## src/rtl/array_sequencer.sv

```systemverilog
// Control sequencer for the 25x25 SIMD array: fetches, decodes and broadcasts kernel instructions.
// Define SEQ_SINGLE_STEP_EN to add step_req/step_wait single-stepping of array ops.
module array_sequencer #(
  parameter int PC_W    = 10,
  parameter int SP_W    = 4,
  parameter int INSTR_W = 32,
  parameter int ENTRY   = 0
) (
  input  logic               clk,
  input  logic               rst,
  input  logic               start,
  input  logic               abort,
  output logic [PC_W-1:0]    imem_addr,
  input  logic [INSTR_W-1:0] imem_rdata,
  output logic [INSTR_W-1:0] instruction,
  output logic [PC_W-1:0]    next_program_counter,
  output logic [SP_W-1:0]    next_stack_pointer,
  output logic               global_enable,
  input  logic               diverge_consensus,
  output logic               busy,
  output logic               done,
  output logic               fault,
  output logic [15:0]        gen_count
`ifdef SEQ_SINGLE_STEP_EN
  ,
  input  logic               step_req,
  output logic               step_wait
`endif
);

  typedef enum logic [1:0] {IDLE, FETCH, EXEC, FAULT} state_t;

  localparam logic [PC_W-1:0] ENTRY_PC = PC_W'(ENTRY);

  state_t          state;
  logic [PC_W-1:0] pc;
  logic [SP_W-1:0] sp;
  logic [PC_W-1:0] stack [2**SP_W];

  logic [3:0]      op;
  logic [PC_W-1:0] tgt;
  logic            in_exec;
  logic            is_array, is_jmp, is_brc, is_call, is_ret, is_halt;
  logic            stack_err;
  logic            stall;
  logic [PC_W-1:0] npc;
  logic [SP_W-1:0] nsp;

  assign op      = instruction[INSTR_W-1 -: 4];
  assign tgt     = instruction[PC_W-1:0];
  assign in_exec = (state == EXEC);

  assign is_array = (op < 4'hC);
  assign is_jmp   = (op == 4'hC);
  assign is_brc   = (op == 4'hD);
  assign is_call  = (op == 4'hE);
  assign is_ret   = (op == 4'hF) && !instruction[INSTR_W-5];
  assign is_halt  = (op == 4'hF) &&  instruction[INSTR_W-5];

  // The top stack entry is reserved, so a CALL at sp == all-ones overflows.
  assign stack_err = in_exec && ((is_call && (sp == '1)) || (is_ret && (sp == '0)));

`ifdef SEQ_SINGLE_STEP_EN
  assign stall     = is_array && !step_req;
  assign step_wait = in_exec && is_array && !step_req;
`else
  assign stall = 1'b0;
`endif

  always_comb begin
    npc = pc;
    nsp = sp;
    if (in_exec && !stack_err) begin
      if (is_array) begin
        npc = pc + 1'b1;
      end else if (is_jmp) begin
        npc = tgt;
      end else if (is_brc) begin
        npc = diverge_consensus ? tgt : pc + 1'b1;
      end else if (is_call) begin
        npc = tgt;
        nsp = sp + 1'b1;
      end else if (is_ret) begin
        npc = stack[sp - 1'b1];
        nsp = sp - 1'b1;
      end
    end
  end

  assign next_program_counter = npc;
  assign next_stack_pointer   = nsp;
  assign global_enable        = in_exec && is_array && !stall && !abort;
  assign done                 = in_exec && is_halt && !abort;
  assign busy                 = (state == FETCH) || (state == EXEC);

  always_ff @(posedge clk) begin
    if (!rst && !abort && in_exec && is_call && !stack_err) begin
      stack[sp] <= pc + 1'b1;
    end
  end

  always_ff @(posedge clk) begin
    if (rst) begin
      state       <= IDLE;
      pc          <= '0;
      sp          <= '0;
      imem_addr   <= '0;
      instruction <= '0;
      fault       <= 1'b0;
      gen_count   <= '0;
    end else if (abort) begin
      state <= IDLE;
    end else begin
      case (state)
        IDLE, FAULT: begin
          if (start) begin
            pc        <= ENTRY_PC;
            sp        <= '0;
            imem_addr <= ENTRY_PC;
            fault     <= 1'b0;
            state     <= FETCH;
          end
        end
        FETCH: begin
          instruction <= imem_rdata;
          state       <= EXEC;
        end
        EXEC: begin
          if (stack_err) begin
            fault <= 1'b1;
            state <= FAULT;
          end else if (is_halt) begin
            gen_count <= gen_count + 16'd1;
            state     <= IDLE;
          end else if (!stall) begin
            pc        <= npc;
            sp        <= nsp;
            imem_addr <= npc;
            state     <= FETCH;
          end
        end
        default: state <= IDLE;
      endcase
    end
  end

endmodule

```

## config.mk

```make
export PLATFORM = sky130hd
export DESIGN_NAME = array_sequencer
export DESIGN_NICKNAME = d
export VERILOG_FILES = /design/src/rtl/array_sequencer.sv
export SDC_FILE = /design/constraint.sdc
export NUM_CORES = 1
export LEC_CHECK = 0
export ABC_AREA = 1
export CAP_MARGIN = 10
export CORE_UTILIZATION = 30
export CTS_BUF_LIST = sky130_fd_sc_hd__clkbuf_8
export CTS_CLUSTER_SIZE = 16
export DETAILED_ROUTE_END_ITERATION = 7
export PLACE_DENSITY = 0.53
export SYNTH_ARGS = -nofsm -noshare
export SYNTH_HDL_FRONTEND = slang
export SYNTH_SLANG_ARGS = --single-unit
```

## constraint.sdc

```tcl
create_clock -name clk -period 3.6 [get_ports clk]
set_input_delay 1.08 -clock clk [delete_from_list [all_inputs] [get_ports clk]]
set_output_delay 1.08 -clock clk [all_outputs]
set_load 0.005 [all_outputs]
```

==> results of run 1 <==
## worst max path at each step
stage	start	endpoint	slack, ns	cells after the start
CTS	sp[1]	next_program_counter[9]	-0.18	17
detailed placement	diverge_consensus	next_program_counter[5]	-0.40	13
floorplan	sp[0]	next_program_counter[3]	0.36	17
global placement	diverge_consensus	next_program_counter[5]	-0.39	13
finish	sp[1]	next_program_counter[1]	0.05	15
global route	sp[0]	next_program_counter[8]	-0.09	15
## report_power, final
group	internal (uW)	switching, uW	leakage, uW	total [uW]
registers	2760	18.8	0.00206	2780
logic	83.7	74.0	0.00326	158
clock network	1220	1060	0.000445	2280
## placed cells by master, fill, tap and decap left out, drive strengths merged, types with 45 or more instances in the layout
cell           synthesis  final
clkdlybuf4s50          0     97
clkbuf                28     45
inv                  151    168
edfxtp               160    160
nand2                321    321
nor2                 134    134
o21ai                 73     73
a21oi                 53     53
nand3                142    142
dfxtp                 65     65
buf                   28     98
## cell type report
class                   count  share of cell area
flip-flops and latches    225               0.432
multi-input cells         791               0.292
repair buffers            202               0.140
inverters                 153              0.0422
clock buffers              42              0.0408
well taps                 455              0.0402
clock inverters            31              0.0126
## registers in the layout, summed over array words and instances, names as in the netlist
signal and cells:
state 2, fault 1, gen_count 16, instruction 32
sp 4, stack 160, pc 10
## metal layers
metal / up-vias / global-route usage / wire length, um
met3: 60 / 0.0467 / 2420
met1: 4158 / 0.236 / 14300
li1: 4367 / - / -
met2: 303 / 0.282 / 14500
met5: - / 0 / 0
met4: 0 / 0.0568 / 820
## critical path, delay by kind of cell, from the launching register on
family                     cells  cell delay (ns)
DFF                            1             0.33
and+or+nand+nor                6             0.42
adders and majority gates      1             0.18
xor gates and xnor gates       1             0.14
AOI/OAI and AO/OA              1             0.15
buffers and inverters          6             0.71
## metrics by stage
step / cells / utilization / total power [uW]
after floorplan: 1225 / - / 2880
after global placement: 1807 / 0.366 / 2990
after detailed placement: 1807 / 0.366 / 2990
after CTS: 1896 / 0.401 / 5290
after global routing: 1899 / 0.410 / 5430
final: 1899 / 0.410 / 5220
## timing repair
action | in CTS | in global routing
endpoints found under the setup margin | 14 | 14
resized for setup | 115 | 85
pin swaps | 21 | 28
buffers inserted | 13 | 3
endpoints found under the hold margin | 0 | 0
cloned | 3 | 3
## cells by family (layout without fill, tap and decap cells)
| family | count (synthesis) | after routing |
|---|---|---|
| other | 1 | 10 |
| AND/OR/NAND/NOR | 622 | 622 |
| buffers and inverters | 209 | 428 |
| AO/OA/AOI/OAI | 139 | 139 |
| flip-flops | 225 | 225 |
| adder cells (fa/ha/maj) | 9 | 9 |
| XOR/XNOR | 11 | 11 |
==> results.md, run 1 <==
* Status: finished clean
* Die Footprint at 35900 um^2
* R2r worst-path depth at 13
* Layout cells sized above 1 at 0.183
* Final Skew at 0.0239 ns
* Largest net degree at the start of global routing at 50
* Period Utilization, post-route at 0.985
* Sequential cell area at 6110 um^2
* DPL Wire Length at 20700 um
* CP required at 2.52 ns
* Syn_area_per_cell at 8.68 um^2
* Pwr Density at 369 nW/um^2
* Hold EP: state[1]
* Worst-case clock buffer depth at 3
* RR Endpoint: stack[1][0]
* Synthesis-to-finish area growth at 34.2%
* Slowest stage delay, CP at 0.33 ns
* Worst Slack Setup Final at 0.0532 ns
* Most common library cells after synthesis: 315 x nand2_1, 160 x edfxtp_1, 144 x inv_1
* Area leader, netlist: edfxtp_1
* Fill cells at 3477
* Largest family of logic cells by synthesized area: simple AND/OR/NAND/NOR gates
* Simple-gate share of the synthesized area at 0.253
* CTS root buffer: clkbuf_8
* GR Overflow Total at 0
* Slew HR at 0.598
* Area contributors post-synth: edfxtp_1 46%, dfxtp_1 12%, nand2_1 11%, nand3_1 6.7%, inv_1 5.1%
* Startpoint Class: flop
* Pre-CTS WS at -0.401 ns
* Multi-input gate area at 4130 um^2
* DP Area at 12600 um^2
* Total number of vias at 8888
* GR Util All Layers at 0.178
* Arr. time, crit path at 2.47 ns
* Ys async rst share at 0
* CP max-delay cell: dfxtp_2
* Post-DR vias/cell at 4.68
* Hold_sp: state[1]
* Hold Fails Final Rpt at 0
* Port Buffers at 112
* CTS buffer count at 40
* RSZ-0062 raised after global routing: yes
* Worst Hold Slack at 0.491 ns
* Number of synthesized flops with an enable pin at 160
* Number of synthesized register bits at 225
* Compound-Gate Fraction of Synth Area at 0.0695
* Core box area at 34500 um^2
* YS warnings at 0
* Cts hold-fix bufs at 0
* Drt first-iter violations at 611
* Worst vdd ir at 0.212 mV
* Finished Cell Area at 14200 um^2
* TritonRoute pass-1 iters at 5
* R2R setup slack at 1.03 ns
* Cell variety after synth at 46
* First-pass GRT wire length at 49500 um
* Max-Cap Viols at 0
* Total Nets Final at 1459
* Setup violations, final at 0
* Initial antenna violation count at 1
* H-tree Lvls at 2
* Worst Setup End Kind: primary output
* Tmin final at 3.55 ns
* Post-Synth XOR/XNOR Area at 0.00913
* Worst setup path class: reg2out
* Critical Path Fanout Max at 5
* Prevailing post-synth register cell: edfxtp_1
* Clock net sink count at 225
* Setup_tns at 0 ns
* ANT cells at 0
* Sequential-to-total area share from yosys stat at 0.579
* Mapped Cells at 1216
* WL per Instance at 16.8 um
* ANT nets after route at 0
* CTS tree: done
* Width of the die at 190 um
* Syn Std Cell Area at 10600 um^2
* Gpl congestion at 0.903
* Starting density of the core at 0.305
* Final Max Slew Viols at 0
* Yosys top cell area share at 0.455
* Post-route DRC at 0
* Row cnt at 68
* Dominant cell by count in the synthesized netlist: nand2_1
* Max Freq at 282 MHz
* Mux share of post-synthesis cell area at 0
* I/O pin count at 113
* Tightest Pin Transition at 0.602 ns
* Synth Area in Adders at 0.0107
* Vias in the first global route at 8763
* CP Cell Sequence: inv_2 -> buf_6 -> ha_4 -> xnor2_4 -> buf_6 -> buf_8 -> buf_6 -> nand3_2 -> nand3_2 -> nand3_2 -> nand2_1 -> nand2_1 -> nand2_1 -> a22oi_1 -> buf_2
* Pleak at 0.00576 uW
* Routed wire length at 32000 um
* Clock Pin Slew Worst Setup and Hold Paths at 0.06 ns
* Worst skew pair latency at 0.54 ns
* Worst r2r src: sp[0]
* Worst Hold Path Cells at 2
* Die H at 190 um
* HP Class: reg2reg
Note: power is estimated with default switching activity, not from simulation.
==> inputs of run 2 (changes only) <==
GPL_ROUTABILITY_DRIVEN = 1   (was not set)
==> results of run 2 <==
Final layout, timing and power as in run 1 (identical DEF).
